### config.mk
export PLATFORM = sky130hd
export DESIGN_NAME = uart_tx_byte
export DESIGN_NICKNAME = d
export VERILOG_FILES = /design/src/rtl/uart_tx_byte.sv
export SDC_FILE = /design/constraint.sdc
export NUM_CORES = 1
export LEC_CHECK = 0
export ABC_AREA = 1
export BUFFER_PORTS_ARGS = -buffer_cell sky130_fd_sc_hd__clkbuf_2
export CORE_ASPECT_RATIO = 0.6
export CORE_MARGIN = 2
export CORE_UTILIZATION = 40
export CTS_CLUSTER_SIZE = 40
export DETAILED_ROUTE_END_ITERATION = 8
export GPL_TIMING_DRIVEN = 0
export PLACE_DENSITY = 0.56
export SLEW_MARGIN = 0
export SYNTH_ARGS = -nofsm -noshare
export SYNTH_HDL_FRONTEND = slang
export SYNTH_SLANG_ARGS = --single-unit
### constraint.sdc
create_clock -name clk_24m -period 1.49 [get_ports clk_24m]
set_input_delay 0.2235 -clock clk_24m [delete_from_list [all_inputs] [get_ports clk_24m]]
set_output_delay 0.2235 -clock clk_24m [all_outputs]
set_load 0.01 [all_outputs]
### src/rtl/uart_tx_byte.sv
// rtl/uart_tx_byte.sv - 8N1 UART transmitter with optional parity and second stop bit
module uart_tx_byte #(
    parameter int CLK_FREQ   = 24_000_000,
    parameter int BAUD       = 115200,
    parameter int DIV        = CLK_FREQ / BAUD,
    parameter int PARITY_EN  = 0,
    parameter int PARITY_ODD = 0,
    parameter int STOP_BITS  = 1
) (
    input  logic       clk_24m,
    input  logic       rstn,
    input  logic [7:0] tx_data,
    input  logic       tx_start,
    output logic       txd,
    output logic       idle,
    output logic       tx_done
);

    typedef enum logic [2:0] {
        S_IDLE,
        S_START,
        S_DATA,
        S_PARITY,
        S_STOP
    } state_t;

    localparam logic [15:0] DIV_LAST  = 16'(DIV - 1);
    localparam logic [2:0]  STOP_LAST = 3'(STOP_BITS - 1);
    localparam logic        PAR_SENSE = (PARITY_ODD != 0);

    state_t      r_state;
    logic [15:0] r_baud_cnt;
    logic [2:0]  r_bit_idx;
    logic [7:0]  r_shift;
    logic        r_parity;
    logic        w_tc;

    assign w_tc = (r_baud_cnt == DIV_LAST);

    always_ff @(posedge clk_24m or negedge rstn) begin
        if (!rstn) begin
            r_state    <= S_IDLE;
            r_baud_cnt <= '0;
            r_bit_idx  <= '0;
            r_shift    <= '0;
            r_parity   <= 1'b0;
            txd        <= 1'b1;
            idle       <= 1'b0;
            tx_done    <= 1'b0;
        end else begin
            tx_done <= 1'b0;
            if (r_state != S_IDLE) begin
                r_baud_cnt <= w_tc ? 16'd0 : r_baud_cnt + 16'd1;
            end
            case (r_state)
                S_IDLE: begin
                    if (tx_start) begin
                        r_shift    <= tx_data;
                        r_parity   <= (^tx_data) ^ PAR_SENSE;
                        r_baud_cnt <= '0;
                        r_bit_idx  <= '0;
                        txd        <= 1'b0;
                        idle       <= 1'b1;
                        r_state    <= S_START;
                    end
                end
                S_START: begin
                    if (w_tc) begin
                        txd     <= r_shift[0];
                        r_shift <= r_shift >> 1;
                        r_state <= S_DATA;
                    end
                end
                // r_shift[0] always holds the next bit to put on the line
                S_DATA: begin
                    if (w_tc) begin
                        if (r_bit_idx == 3'd7) begin
                            r_bit_idx <= '0;
                            if (PARITY_EN != 0) begin
                                txd     <= r_parity;
                                r_state <= S_PARITY;
                            end else begin
                                txd     <= 1'b1;
                                r_state <= S_STOP;
                            end
                        end else begin
                            r_bit_idx <= r_bit_idx + 3'd1;
                            txd       <= r_shift[0];
                            r_shift   <= r_shift >> 1;
                        end
                    end
                end
                S_PARITY: begin
                    if (w_tc) begin
                        txd     <= 1'b1;
                        r_state <= S_STOP;
                    end
                end
                S_STOP: begin
                    if (w_tc) begin
                        if (r_bit_idx == STOP_LAST) begin
                            r_bit_idx <= '0;
                            idle      <= 1'b0;
                            tx_done   <= 1'b1;
                            r_state   <= S_IDLE;
                        end else begin
                            r_bit_idx <= r_bit_idx + 3'd1;
                        end
                    end
                end
                default: begin
                    txd     <= 1'b1;
                    idle    <= 1'b0;
                    r_state <= S_IDLE;
                end
            endcase
        end
    end

endmodule

Yosys cells after proc, flatten, opt, wreduce, memory -nomap -nowiden
Cells that the tools add are included.

word-level totals
  register bits after elaboration = 33
  input port bits = 11
  output and inout bits = 3
  word-level logic and storage cells = 72

cells by class
  add/subtract/negate cells = 2
  eq/ne operators = 14
  multiplexer cells = 36
  bitwise gates (word level) = 2
  reductions and logical operators = 11

operator list
  operator                                               count
  two-way mux 16 bit                                     4
  two-way mux 3 bit                                      12
  two-way mux 8 bit                                      4
  case mux 8 bit (3 select lines)                        1
  adder 16 x 1 -> 16 bit (second input constant)         1
  equality test 16 x 8 -> 1 bit (second input constant)  1
  != test 2 bit (second input constant)                  8
  case mux 3 bit (5 select lines)                        1
  two-way mux 1 bit                                      11
  AND reduction 5 bit                                    2
  case mux 3 bit (3 select lines)                        1
  nonzero test 3 bit                                     3
  AND reduction 4 bit                                    2
  AND reduction 7 bit                                    1
  equality test 3 x 2 -> 1 bit (second input constant)   2
  equality test 3 bit (second input constant)            2
  zero test 3 bit                                        2
  case mux 1 bit (5 select lines)                        1
  adder 3 x 1 -> 3 bit (second input constant)           1
  equality test 3 x 1 -> 1 bit (second input constant)   1
  case mux 1 bit (3 select lines)                        1
  OR reduction 3 bit                                     1
  inverter 1 bit                                         2

Depth between registers and ports, before layout
  word-level depth = 5
  mapped depth = 11
  gate-level depth less buffers = 11

Worst setup path before layout
No wires, ideal clock.

  path kind = reg-to-reg
  start point = reg r_baud_cnt[0]
  end point = reg idle
  setup time = 0.129 ns
  arrival time = 1.330 ns
  required time = 1.361 ns
  slack = 0.030 ns
  cell stages (with the launch flop) = 10
  cell sequence = dfrtp_1 ha_1 nand3_4 nor2_4 nand2_4 buf_6 o21ai_2 nand2_1 nand2_1 o21ai_1

on the way
  cells in the longest elaborated chain, start to end = 3

ends and longest elaborated chain
  what                           RTL line  RTL
  from (decl)                    32        logic [15:0] r_baud_cnt;
  from (signal assigned)         53        r_baud_cnt <= w_tc ? 16'd0 : r_baud_cnt + 16'd1;
  equality test 16 x 8 -> 1 bit  38        assign w_tc = (r_baud_cnt == DIV_LAST);
  != test 2 bit (no line)        -
  AND reduction 4 bit (no line)  -
  to (signal assigned)           48        idle <= 1'b0;
  to (signal assigned)           63        idle <= 1'b1;
  to (signal assigned)           103       idle <= 1'b0;
  to (decl)                      15        output logic idle,

No other way between the ends.
A chain may end at the register's enable or synchronous reset.

Worst setup path after layout
  start point = reg r_baud_cnt[1]
  end point = reg idle

The elaborated chain is that of the path after synthesis.

==> flow_summary.toml <==
[critical_path]
endpoint_kind = "register"
arrival_ns = 1.69
slowest_delay_ns = 0.42
crit_top_cell = "nand2_1"
start_kind = "register"
critPathRequiredTime_ns = 1.65
worstPathCellList = "ha_4 > nand3_4 > nor2_4 > nand2_4 > buf_8 > o21ai_4 > nand2_1 > nand2_1 > o21ai_1"
crit_slowest_cell = "dfrtp_1"
crit_type = "register to register"
startpoint = "r_baud_cnt[1]$_DFF_PN0_"
crit_buf_inv = 1
critPathTopFamily = "simple AND/OR/NAND/NOR gates"
cp_max_fo = 9
timing.rr.start = "r_baud_cnt[1]$_DFF_PN0_"

[yosys]
avgSynthCellArea_um2 = 7.21
syn_area_um2 = 2000
synth_nets = 293
ys.flop_type = "dfrtp_1"
synth_common_cells = "nand2_1 (102), dfrtp_1 (32), nand3_1 (26)"
async_flop_share = 1.00
synth-edff-count = 0
synth-seq-cells = 33
synth_cells = 278
yosysMostFrequentCell = "nand2_1"
yosysSeqAreaShare = 0.413
yosys-top-cells-area = "dfrtp_1 (40%), nand2_1 (19%), nand3_1 (6.5%), inv_1 (4.1%), nor2_1 (3.6%)"
synth_top_cell_area_share = 0.400
synth_area_leader_cell = "dfrtp_1"
yosys.cell_types.count = 33
synth_warnings = 0

[clocking]
cts_tree = "done"
clk_pin_slew_ns = 0.07
ctsHoldBuffers = 0
cts_root_buffer = "clkbuf_8"
clock-sinks = 33
cts-buffers-inserted = 5
insertion_delay_ns = 0.29
htreeDepth = 2
cts.path.max_buffers = 2

[routing]
drtIter0Drc = 125
post-route-drc-count = 0
viasPerCell = 4.93
dr.pass1.iters = 4
ant_nets = 0
wl_um = 5090
vias = 1865
wl_per_cell_um = 13.5

[floorplan]
start_util = 0.428
ios = 14
core_area_um2 = 4680
fp.dieW_um = 95.4
rows = 19
die_y_um = 58.8
die_area_um2 = 5610

[timing]
setup_viol = 11
skew_ns = 0.00559
max_slew_margin = 0.434
maxSlewViolCount = 0
finalCritPeriodShare = 1.03
rsz0062_at_grt = "yes"
setup_tns_ns = -0.262
min_period_ns = 1.53
fmax_mhz = 654
holdWs_ns = 0.0249
worst_slack_ns = -0.0382
worst_slew_pin_slew_ns = 0.850
finalHoldViolCount = 0

[pwr]
power_density_nw_per_um2 = 1810
irDropWorstVdd_mv = 1.02
leakage_nw = 1.24

[status]
outcome = "finished, violations left"
failed_checks = "negative setup slack"

[run]
max_cap_viol_count = 0

[place]
place_area_um2 = 2150
hpwl_um = 3450
globalplace.congestion = 0.871
port_buffers = 13
pre_cts_ws_ns = -0.223
dp.cells = 354

[cells_and_area]
diodes = 0
fin_area_um2 = 2500
layout.cells.non_filler = 378
syn_to_final_growth_pct = 25.0
nets = 329
layout-drive-gt1-share = 0.267

[global_routing]
grt_max_degree = 34
grt_pass1_wl_um = 8350
track_usage = 0.200
antenna_found_initial = 0
gr-total-overflow = 0
grt_pass1_vias = 1702

[hold_path]
hp-class = "primary input to async pin"
[placed cells by master, fill, tap and decap left out, types with 4 or more instances in the layout]
cell	n
nand2_1	99
dfrtp_1	28
nand3_1	26
inv_1	21
buf_4	15
nor2_1	14
clkbuf_2	13
nor2_4	8
o21ai_0	8
o21ai_1	7
clkbuf_8	7
nor3_1	6
nand2_2	6
nand2_4	6
nand4_1	6
inv_2	4
a21oi_1	4
dfrtp_2	4
[worst reg2reg max path, delay by kind of cell, from the launching register on]
family | cells | cell delay (ns)
AO/OA/AOI/OAI | 2 | 0.20
adder cells (fa/ha/maj) | 1 | 0.17
buffers and inverters | 1 | 0.16
flip-flops | 1 | 0.42
AND/OR/NAND/NOR | 5 | 0.47
[final timing paths]
check / endpoint / slack, ns / depth (start not counted)
max: idle$_DFFE_PN0P_ / -0.04 / 9
min: r_baud_cnt[3]$_DFF_PN0_ / 0.02 / 1
max reg2reg: idle$_DFFE_PN0P_ / -0.04 / 9
min reg2reg: txd$_DFFE_PN1P_ / 0.47 / 2
max in group asynchronous: r_state[2]$_DFFE_PN0P_ / 0.87 / 1
min in group clk_24m: r_shift[7]$_DFFE_PN0P_ / 0.17 / 3
[flip-flops by register name, indices dropped and copies added, names as in the netlist]
register,flops
r_baud_cnt,16
r_shift,8
r_bit_idx,3
r_state,3
idle,1
tx_done,1
txd,1
[per-stage QoR]
step,util,total power [W]
after floorplan,-,0.00278
after global placement,0.458,0.00326
after detailed placement,0.458,0.00327
after CTS,0.511,0.00425
after global routing,0.535,0.00493
final,0.535,0.00454
[cell families (layout without fill, tap and decap cells)]
group | Yosys count | after routing | synth area share
simple gates | 176 | 177 | 0.394
buf+inv | 33 | 69 | 0.0687
compound gates | 29 | 29 | 0.0868
fa+ha+maj | 4 | 4 | 0.0250
xor+xnor | 3 | 3 | 0.0131
flops | 33 | 33 | 0.413
[final cells by class]
cell class                      instances  area, um2
Sequential cell                        33        832
Multi-Input combinational cell        213       1150
Clock buffer                            7       96.3
Fill cell                             453       2180
Buffer                                  5       46.3
Timing Repair Buffer                   28        178
Inverter                               28        113
Tap cell                               63       78.8
Clock inverter                          1       5.00
[power breakdown]
group / internal, W / switching [W]
Clock: 0.000418 / 0.000358
Sequential: 0.00115 / 0.000244
Combinational: 0.000847 / 0.00152
Total: 0.00242 / 0.00212
[timing repair]
| item | 4_1_cts | 5_1_grt |
|---|---|---|
| gates resized for setup | 18 | 21 |
| setup endpoints to repair | 23 | 30 |
| pin swaps | 5 | 2 |
| setup buffers | 11 | 4 |
| hold endpoints to repair | 0 | 0 |
| cloned | 0 | 1 |
[per-layer routing]
layer  GRT usage  vias to the layer above  part of all wire
met4      0.0642                        0            0.0086
met5           0                        -                 0
li1            -                      974                 -
met1       0.327                      832              0.56
met3      0.0461                        5             0.061
met2       0.248                       54              0.37
No activity file was read; power rests on OpenSTA's default activity.
